## config.mk

```make
export PLATFORM = sky130hd
export DESIGN_NAME = mul_issue_arb
export DESIGN_NICKNAME = d
export VERILOG_FILES = /design/src/rtl/mul_arb_pkg.sv /design/src/rtl/mul_track_pipe.sv /design/src/rtl/mul_issue_arb.sv
export SDC_FILE = /design/constraint.sdc
export NUM_CORES = 1
export LEC_CHECK = 0
export ABC_CLOCK_PERIOD_IN_PS = 1500
export BUFFER_PORTS_ARGS = -buffer_cell sky130_fd_sc_hd__buf_4
export CORE_AREA = 4 4 131 133
export DETAILED_ROUTE_END_ITERATION = 8
export DIE_AREA = 0 0 135 137
export HOLD_SLACK_MARGIN = 0.03
export PLACE_DENSITY_LB_ADDON = 0.1
export SLEW_MARGIN = 5
export SYNTH_ARGS = -nofsm -noshare
export SYNTH_HDL_FRONTEND = slang
export SYNTH_SLANG_ARGS = --single-unit
```

## constraint.sdc

```tcl
create_clock -name clk -period 1.5 [get_ports clk]
set_input_delay 0.15 -clock clk [delete_from_list [all_inputs] [get_ports clk]]
set_output_delay 0.15 -clock clk [all_outputs]
set_load 0.02 [all_outputs]
```

## src/rtl/mul_arb_pkg.sv

```systemverilog
// Shared types and defaults for the multiplier issue arbiter.
// Holds the default pipeline latency and tag width, the source-port
// encoding, and the layout of one tracking-pipe entry.
package mul_arb_pkg;

  // Cycles from the issue edge to the result-valid edge (multiplier IP is LAT-1).
  localparam int LAT_DEF   = 7;
  // Width of the destination tag carried with each operation.
  localparam int TAG_W_DEF = 4;

  // Which requester an in-flight operation belongs to.
  typedef enum logic {
    SRC_P0 = 1'b0,
    SRC_P1 = 1'b1
  } src_e;

  // One tracking-pipe entry at the default tag width.
  typedef struct packed {
    logic                 valid;
    src_e                 src;
    logic [TAG_W_DEF-1:0] tag;
  } trk_entry_t;

endpackage

```

## src/rtl/mul_track_pipe.sv

```systemverilog
// LAT-deep shift register of {valid, src, tag} that travels alongside the
// multiplier pipeline. clear_i drops every valid bit at the next edge
// (mispredict recovery); rst_n clears everything asynchronously.
module mul_track_pipe
  import mul_arb_pkg::*;
#(
  parameter int LAT   = LAT_DEF,
  parameter int TAG_W = TAG_W_DEF
) (
  input  logic             clk,
  input  logic             rst_n,
  input  logic             clear_i,
  input  logic             in_valid_i,
  input  src_e             in_src_i,
  input  logic [TAG_W-1:0] in_tag_i,
  output logic             out_valid_o,
  output src_e             out_src_o,
  output logic [TAG_W-1:0] out_tag_o,
  output logic             any_valid_o
);

  logic [LAT-1:0]            valid_q, valid_d;
  logic [LAT-1:0]            src_q, src_d;
  logic [LAT-1:0][TAG_W-1:0] tag_q, tag_d;

  // Next state: shift every stage by one; clear kills all valid bits.
  always_comb begin
    valid_d = {valid_q[LAT-2:0], in_valid_i};
    src_d   = {src_q[LAT-2:0], logic'(in_src_i)};
    tag_d   = {tag_q[LAT-2:0], in_tag_i};
    if (clear_i) begin
      valid_d = '0;
    end
  end

  // Pipe registers with asynchronous reset.
  always_ff @(posedge clk or negedge rst_n) begin
    if (!rst_n) begin
      valid_q <= '0;
      src_q   <= '0;
      tag_q   <= '0;
    end else begin
      valid_q <= valid_d;
      src_q   <= src_d;
      tag_q   <= tag_d;
    end
  end

  assign out_valid_o = valid_q[LAT-1];
  assign out_src_o   = src_e'(src_q[LAT-1]);
  assign out_tag_o   = tag_q[LAT-1];
  assign any_valid_o = |valid_q;

endmodule

```

## src/rtl/mul_issue_arb.sv

```systemverilog
// Two-port issue arbiter and result router for the shared pipelined
// multiplier. At most one operation issues per cycle; its source port and
// tag ride a LAT-deep tracking pipe so the result returns to the issuing
// port exactly LAT cycles later.
//
// Handshake: a request transfers at a rising edge where reqN_valid and
// reqN_ready are both high; ready never depends on the requester holding
// valid for more than the current cycle, and results carry no backpressure.
//
// Build option MUL_ARB_RR_EN: defined gives round-robin between the ports
// (port 0 wins the first contest); undefined gives fixed priority to port 0
// and removes the last-grant register.
module mul_issue_arb
  import mul_arb_pkg::*;
#(
  parameter int LAT   = LAT_DEF,
  parameter int TAG_W = TAG_W_DEF
) (
  input  logic             clk,
  input  logic             rst_n,
  input  logic             flush,
  input  logic             req0_valid,
  output logic             req0_ready,
  input  logic [31:0]      req0_a,
  input  logic [31:0]      req0_b,
  input  logic [TAG_W-1:0] req0_tag,
  input  logic             req1_valid,
  output logic             req1_ready,
  input  logic [31:0]      req1_a,
  input  logic [31:0]      req1_b,
  input  logic [TAG_W-1:0] req1_tag,
  output logic [31:0]      mul_a,
  output logic [31:0]      mul_b,
  input  logic [63:0]      mul_p,
  output logic             res0_valid,
  output logic [31:0]      res0_data,
  output logic [TAG_W-1:0] res0_tag,
  output logic             res1_valid,
  output logic [31:0]      res1_data,
  output logic [TAG_W-1:0] res1_tag,
  output logic             busy
);

  logic             hs0, hs1, issue;
  src_e             grant_src;
  logic [31:0]      mul_a_q, mul_a_d;
  logic [31:0]      mul_b_q, mul_b_d;
  logic [TAG_W-1:0] in_tag;
  logic             trk_valid;
  src_e             trk_src;
  logic [TAG_W-1:0] trk_tag;
  logic             trk_any;
  logic             unused_hi;

  assign hs0       = req0_valid & req0_ready;
  assign hs1       = req1_valid & req1_ready;
  assign issue     = hs0 | hs1;
  assign grant_src = hs1 ? SRC_P1 : SRC_P0;

`ifdef MUL_ARB_RR_EN
  src_e last_q, last_d;

  // Grant: a lone requester wins; in a contest the port not granted last wins.
  always_comb begin
    req0_ready = 1'b0;
    req1_ready = 1'b0;
    if (rst_n && !flush) begin
      if (req0_valid && req1_valid) begin
        req0_ready = (last_q == SRC_P1);
        req1_ready = (last_q == SRC_P0);
      end else begin
        req0_ready = req0_valid;
        req1_ready = req1_valid;
      end
    end
  end

  // Last-grant pointer moves only on a completed handshake.
  always_comb begin
    last_d = last_q;
    if (issue) begin
      last_d = grant_src;
    end
  end

  // Last-grant register; resets to port 1 so port 0 wins the first contest.
  always_ff @(posedge clk or negedge rst_n) begin
    if (!rst_n) begin
      last_q <= SRC_P1;
    end else begin
      last_q <= last_d;
    end
  end
`else
  // Grant: fixed priority, port 0 always wins a contest.
  always_comb begin
    req0_ready = 1'b0;
    req1_ready = 1'b0;
    if (rst_n && !flush) begin
      req0_ready = req0_valid;
      req1_ready = req1_valid & ~req0_valid;
    end
  end
`endif

  // Operand capture: take the granted operands on issue, otherwise hold.
  always_comb begin
    mul_a_d = mul_a_q;
    mul_b_d = mul_b_q;
    in_tag  = '0;
    if (issue) begin
      mul_a_d = hs1 ? req1_a : req0_a;
      mul_b_d = hs1 ? req1_b : req0_b;
      in_tag  = hs1 ? req1_tag : req0_tag;
    end
  end

  // Operand registers feeding the multiplier; flush leaves them untouched.
  always_ff @(posedge clk or negedge rst_n) begin
    if (!rst_n) begin
      mul_a_q <= '0;
      mul_b_q <= '0;
    end else begin
      mul_a_q <= mul_a_d;
      mul_b_q <= mul_b_d;
    end
  end

  assign mul_a = mul_a_q;
  assign mul_b = mul_b_q;

  mul_track_pipe #(
    .LAT   (LAT),
    .TAG_W (TAG_W)
  ) u_track (
    .clk         (clk),
    .rst_n       (rst_n),
    .clear_i     (flush),
    .in_valid_i  (issue),
    .in_src_i    (grant_src),
    .in_tag_i    (in_tag),
    .out_valid_o (trk_valid),
    .out_src_o   (trk_src),
    .out_tag_o   (trk_tag),
    .any_valid_o (trk_any)
  );

  // Result routing: the last pipe stage selects the port; flush suppresses it.
  assign res0_valid = trk_valid & (trk_src == SRC_P0) & ~flush;
  assign res1_valid = trk_valid & (trk_src == SRC_P1) & ~flush;
  assign res0_tag   = trk_tag;
  assign res1_tag   = trk_tag;
  assign res0_data  = mul_p[31:0];
  assign res1_data  = mul_p[31:0];
  assign busy       = trk_any;

  // Only the low half of the product is returned.
  assign unused_hi  = ^mul_p[63:32];

endmodule

```

After elaboration in Yosys (flattened, before gate mapping):

Index checks and enable logic that the tools add are counted.

* $add $sub $neg: 0
* multipliers: 0
* div/mod/pow operators: 0
* magnitude comparators: 0
* equal/unequal tests: 0
* shift-type cells: 0
* multiplexer cells: 8
* bitwise gates (word level): 11
* reductions and logical operators: 3

Operator list (number)
* 32-bit 2-to-1 mux: 2
* 4-bit 2-to-1 mux: 2
* 1-bit bitwise AND: 7
* 7-bit 2-to-1 mux: 1
* 7-bit OR reduction: 1
* 1-bit 2-to-1 mux: 3
* 1-bit NOT: 3
* 1-bit logical AND: 1
* 1-bit logical NOT: 1
* 1-bit bitwise OR: 1

* register bits: 106
* latch bits: 0
* bits in writable memories: 0
* memory bits (read-only): 0
* input port bits: 205
* logic and storage cells: 33
* memories: 0

Logic depth before layout (Yosys ltp):

Gate-level depths: netlist of the first run.

* depth in word-level cells: 6
* mapped depth: 5
* mapped depth without buffers: 3

Modules after synthesis:

From an unflattened synthesis of the first run, not the netlist that was laid out.

* cells, all modules: 348
* area, all modules: 4793.3 µm²

Modules (own cells, without submodules)
* mul_issue_arb: instances 1, cells an instance 296, area an instance 3681.0 µm², sequential area each 1601.5 µm²
* mul_track_pipe: instances 1, cells an instance 52, area an instance 1112.3 µm², sequential area each 1051.0 µm²

Worst setup path after synthesis of the first run:

OpenSTA, ideal clock, no wires.

* path type: input-to-reg
* start: input port flush
* end: register mul_a_q[0] (netlist: mul_a[0])
* arrival: 1.059 ns
* data required time: 1.375 ns
* setup slack: 0.316 ns
* stages on the path: 5
* path buffers: 2
* cell sequence: nand2b_1 > nor2_1 > buf_6 > buf_6 > mux2_4

* longest elaborated chain between the ends: 5
* elaborated cells on any way between the ends: 8

Ends and longest elaborated chain
* from (decl): line mul_issue_arb.sv:21 `input logic flush,`
* 1-bit logical NOT (*): line mul_issue_arb.sv:99 `if (rst_n && !flush) begin`
* 1-bit logical AND (*): line mul_issue_arb.sv:99
* 1-bit 2-to-1 mux: line mul_issue_arb.sv:99
* 1-bit bitwise AND (on tied branches): line mul_issue_arb.sv:56, mul_issue_arb.sv:55
* 32-bit 2-to-1 mux / 1-bit bitwise OR (equally long branches): line mul_issue_arb.sv:112, mul_issue_arb.sv:57
* to (signal assigned): line mul_issue_arb.sv:124 `mul_a_q <= mul_a_d;`
* to (decl): line mul_issue_arb.sv:46 `logic [31:0] mul_a_q, mul_a_d;`

Mark *: on every way between the ends. The rest lies on a longest branch, timed or not.
A chain may end at the register's enable or synchronous reset.

Final worst setup path of the first run:

* start: register u_track.valid_q[3]
* end: output port busy

* longest elaborated chain between the ends: 1

Ends and longest elaborated chain
* from (decl): line mul_track_pipe.sv:22 `logic [LAT-1:0] valid_q, valid_d;`
* from (signal assigned): line mul_track_pipe.sv:43 `valid_q <= valid_d;`
* 7-bit OR reduction: line mul_track_pipe.sv:52 `assign any_valid_o = |valid_q;`
* to (decl): line mul_issue_arb.sv:41 `output logic busy`

No other way between the ends.

==> reports/results.ini, run 1 <==
[critical_path]
worstPathRequired_ns=1.35
slowest_stage=dfrtp_1
worstPathMaxFanout=2
crit_family=flip-flops
crit_arrival_ns=1.24
cp-end-kind=output port
crit_chain=nor4_1 -> nand2_1 -> buf_4
crit_type=flip-flop to output port
cp_num_buf_inv=1
slowest_delay_ns=0.38
worst_setup_path_start_kind=flip-flop
ff2ff_setup_slack_ns=0.69

[clocking]
clock-sinks=106
hold_buffers=1
cts_resized=0
worstSkewPairLatency_ns=0.33
clk_pin_slew_worst_paths_ns=0.07
clockRootBuffer=clkbuf_16
cts_made_buffers=9
cts_tree=built
htree_levels=3
cts_setup_buffers=0
clock_path_buffers=2

[sta]
hold_viol_final=38
slew_headroom_pct=49.9
finClkSkew_ns=0.00620
fin_crit_sh_pct=92.8
whs_ns=-0.0923
rsz0062_at_grt=false
tns_ns=0
drv_slew=0
finalSetupViolCount=0
worst_pin_slew_ns=0.749
fin_crit_ns=1.39
fmax_ghz=0.719

[power]
worst_ir_drop_vdd_mv=0.446
p_sw_share_pct=28.1
power_frac_seq_pct=44.3
clkPwrFrac_pct=27.2
pwr-share-comb_pct=28.5
leakagePower_nw=3.41
intPower_mw=5.62
powerDensity_mw_per_mm2=1180
p_sw_mw=2.20

[global_routing]
antenna_found_initial=0
grt_pass1_vias=3352
grt_overflow_total=0
grt_use_total_pct=12.7
grt_pass1_wl_um=18100
grt_max_degree=52

[route]
wl_um=12300
route.detailed.drc=0
vias=3150
ant_nets=0
wl_per_cell_um=17.1
first_pass_iters=4
drt_first_iter_violations=75
via_per_inst=4.38

[outcome]
run_status=complete, but fails checks
violations=hold timing

[synth]
yosysTopAreaCell=dfrtp_1
synth.top_cell.area_share_pct=53.4
synthCells=347
syn-mean-instance-area_um2=14.3
synth_fp_nets=552
async_flop_share_pct=100
yosys-top-cells-area=dfrtp_1 53%, mux2_4 15%, a22o_1 12%
synth_area_mm2=0.00497
ys_ff_latch=106
yosys_warnings=0
synth_edf_count=0
ys_seq_area_share_pct=53.4
ys_top_cells_by_count=106 x dfrtp_1, 68 x a22o_1, 68 x buf_4, 49 x mux2_4, 15 x mux2_2
ys_types=20
ys_dominant_reg_cell=dfrtp_1
yosysMostFrequentCell=dfrtp_1

[finish]
antenna_cells=0
fillers=1530
post_route_cells_drive_above_1_share_pct=61.2
post-route-util_pct=41.9
nNetsFinal=703
synthToLayoutAreaGrowth_pct=33.5

[floorplan]
num_io_pins=346
num_rows=46
core_mm2=0.0158
die_area_mm2=0.0185
start_util_pct=31.4
die_y_um=137
die_x_um=135

[flow_run]
drv_cap=0

[place]
place_hpwl_um=9370
globalplace.congestion=0.738
portBuffers=217

[worst_hold_path]
hold_path.class=input port to asynchronous set/reset pin

-- final timing paths --
| kind | start | end | depth (start not counted) |
|---|---|---|---|
| max | u_track.valid_q[3] | busy | 3 |
| min reg2reg | u_track.tag_d[21] | u_track.tag_d[25] | 0 |
| max reg2reg | mul_b[13] | mul_b[13] | 1 |
| min in group clk | req0_tag[1] | u_track.tag_d[5] | 2 |
| min | rst_n | u_track.valid_q[1] | 2 |
| max in group asynchronous | rst_n | mul_b[0] | 3 |
-- layout make-up --
cell class | count | area, um2 | share of cell area, %
tap | 216 | 270 | 4.07
timing repair buffer | 229 | 1800 | 27.1
clock buffer | 13 | 240 | 3.62
inverter | 3 | 11.3 | 0.170
clock inverter | 3 | 23.8 | 0.358
sequential | 106 | 2650 | 40.0
multi-input combinational | 149 | 1640 | 24.7
-- logic make-up (layout without fill, tap and decap cells) --
| logic type | after synthesis | in the layout | share of synthesized area, % |
|---|---|---|---|
| flops | 106 | 106 | 53.4 |
| simple gates | 17 | 17 | 2.49 |
| compound gates | 68 | 68 | 12.0 |
| mux | 64 | 64 | 18.2 |
| buf+inv | 92 | 248 | 13.9 |
-- sequential cells by signal, indices dropped and copies added, names as in the netlist --
| name | cells |
|---|---|
| mul_a | 32 |
| mul_b | 32 |
| u_track.out_tag_o | 4 |
| u_track.src_q | 7 |
| u_track.tag_d | 24 |
| u_track.valid_q | 7 |
-- layout by cell type, fill, tap and decap left out, types with 2 or more instances in the layout --
cell,Yosys,final
mux2_2,15,15
and2b_1,3,3
mux2_4,49,49
inv_1,2,2
buf_4,68,222
clkbuf_16,0,9
nor2b_1,4,3
dfrtp_1,106,106
clkbuf_1,2,4
a22o_1,68,68
clkinvlp_4,0,2
buf_12,0,6
nor2_1,3,2
-- routing by layer --
metal	up-vias	global-route usage [%]	wire [um]	share of wire, %
li1	1475	-	-	-
met1	1485	14.4	4600	38
met2	166	21.5	6180	50
met3	24	4.85	1250	10
met4	0	5.32	229	1.9
met5	-	0	0	0
-- power groups by stage --
stage / sequential, mW / combinational, mW / clock [mW]
2_1_floorplan: 3.92 / 0.973 / 0
3_3_place_gp: 3.50 / 2.25 / 0
3_5_place_dp: 3.50 / 2.27 / 0
4_1_cts: 3.46 / 2.27 / 2.24
5_1_grt: 3.51 / 2.37 / 2.36
6_report: 3.46 / 2.23 / 2.13
-- through the flow --
stage	std cells	total power, mW	cell area, um2	setup WS, ns	hold WS, ns
CTS	719	7.97	6630	0.0847	-0.0733
finish	719	7.82	6630	0.108	-0.0923
global route	719	8.24	6630	0.0290	-0.0484
floorplan	347	4.89	4970	0.316	-0.146
detailed placement	702	5.77	6360	0.0381	0.173
global placement	702	5.76	6360	0.0565	0.174
No activity file was read; power rests on OpenSTA's default activity.
==> run 2, diff against run 1 <==
==> constraint.sdc (replaced) <==
create_clock -name clk -period 1.5 [get_ports clk]
set_input_delay 0.225 -clock clk [delete_from_list [all_inputs] [get_ports clk]]
set_output_delay 0.225 -clock clk [all_outputs]
set_load 0.02 [all_outputs]
==> run 2 against run 1 <==
  * The run still ends with hold timing left
  * Final cell count up 0.42%
  * Sequential cell count did not move
  * Clock skew fell by 0.0045 ns
  * Register-to-register slack hardly changed
  * Maximum frequency is 3.0% lower
  * Worst hold slack gained 0.087 ns
  * First-iteration DRC count down 16%
  * Sequential power about the same
  * Utilization rose by 0.58 points
  * Critical path depth unchanged
  * Critical path type unchanged
  * Critical endpoint unchanged
  * Largest cell class unchanged
==> reports/results.ini, run 2 (synthesized netlist as in run 1, its figures left out) <==
[floorplan]
start_util_pct=31.4
die_x_um=135
num_io_pins=346
core_mm2=0.0158
die_y_um=137
num_rows=46
die_area_mm2=0.0185

[outcome]
violations=hold timing
run_status=complete, but fails checks

[route]
first_pass_iters=4
via_per_inst=4.33
drt_first_iter_violations=63
wl_per_cell_um=16.9
vias=3126
wl_um=12200
ant_nets=0
route.detailed.drc=0
met3_length_um=1300
routed.top_layer=met4
wirelength_met1_um=4460
met2_length_um=6240

[clocking]
cts_made_buffers=9
worstSkewPairLatency_ns=0.33
cts_tree=built
clk_pin_slew_worst_paths_ns=0.07
clock_path_buffers=2
cts_setup_buffers=0
htree_levels=3
clockRootBuffer=clkbuf_16
clock-sinks=106

[place]
place_hpwl_um=9440
dp.cells=705
globalplace.congestion=0.756
portBuffers=217
post-place-ws_ns=-0.0429
dpl_cell_area_mm2=0.00639

[critical_path]
cp_num_buf_inv=1
worst_setup_path_start_kind=flip-flop
crit_type=flip-flop to output port
cp-end-kind=output port
slowest_stage=dfrtp_1
ff2ff_setup_slack_ns=0.69
rr_worst_depth=1
worstPathRequired_ns=1.27
crit_arrival_ns=1.21
crit_family=flip-flops
r2r_end=mul_b[13]
rr_startpoint=mul_b[13]
worstPathMaxFanout=2
crit_chain=nor4_2 -> nand2_1 -> buf_6
slowest_delay_ns=0.39

[global_routing]
grt_pass1_vias=3426
grt_use_total_pct=12.7
grt_pass1_wl_um=18100
antenna_found_initial=0
grt_max_degree=52
grt_overflow_total=0

[sta]
worst_slack_ns=0.0652
fin_crit_ns=1.43
worst_pin_slew_ns=0.780
drv_slew=0
slew_headroom_pct=47.8
hold_viol_final=5
finalSetupViolCount=0
rsz0062_at_grt=true
fmax_ghz=0.697
fin_crit_sh_pct=95.7
whs_ns=-0.00529
finClkSkew_ns=0.00172
tns_ns=0

[finish]
post_route_cells_drive_above_1_share_pct=62.5
final_cell_area_mm2=0.00673
antenna_cells=0
final_common_cell=buf_4
nNetsFinal=706
final_cell_mix=223 x buf_4, 106 x dfrtp_1, 68 x a22o_1, 49 x mux2_4, 15 x mux2_2
synthToLayoutAreaGrowth_pct=35.3
stdcell_count=722

[power]
leakagePower_nw=3.47
worst_ir_drop_vdd_mv=0.487
powerDensity_mw_per_mm2=1200

[worst_hold_path]
hold_path.class=input port to asynchronous set/reset pin

[flow_run]
drv_cap=0

[run 2: cell types whose count changed in the layout (fill, tap and decap cells not counted), sizes merged]
cell,previous run,this run
buf,228,231
bufinv,0,1
clkbuf,13,10
clkinv,0,2
clkinvlp,2,1
inv,4,5
[run 2: layout make-up]
type	count	area, um2
fill	1486	9100
sequential	106	2650
timing repair buffer	232	1840
multi-input combinational	149	1650
tap	216	270
clock buffer	10	239
clock inverter	6	71.3
inverter	3	11.3
[run 2: where the power goes]
group	leakage, nW	internal (mW)	switching, mW
clock network	0.151	1.36	1.04
logic	2.00	1.25	0.988
registers	1.31	3.24	0.217
total	3.47	5.85	2.25
[run 2: through the flow]
step           total power [mW]  utilization [%]
2_1_floorplan              4.89                -
3_3_place_gp               5.76             40.4
3_5_place_dp               5.78             40.4
4_1_cts                    8.24             42.4
5_1_grt                    8.51             42.5
6_report                   8.09             42.5
[run 2: how the worst max path moves through the flow]
stage	slack (ns)	end	from	cells past startpoint
floorplan	0.24	mul_a[0]	flush	5
global placement	-0.01	mul_b[0]	flush	5
detailed placement	-0.04	mul_a[31]	flush	5
CTS	0.0002	busy	u_track.valid_q[3]	3
global route	-0.03	busy	u_track.valid_q[3]	3
finish	0.07	busy	u_track.valid_q[3]	3
[run 2: timing repair]
action                                 CTS  global route
endpoints found under the hold margin   55             0
gates resized for setup                  0             2
setup endpoints to repair                0             1
hold buffers                             1             0
[run 2: routing by layer]
layer | GRT usage, % | vias up
li1 | - | 1479
met1 | 14.1 | 1463
met2 | 21.9 | 163
met3 | 5.26 | 21
met4 | 4.37 | 0
met5 | 0 | -
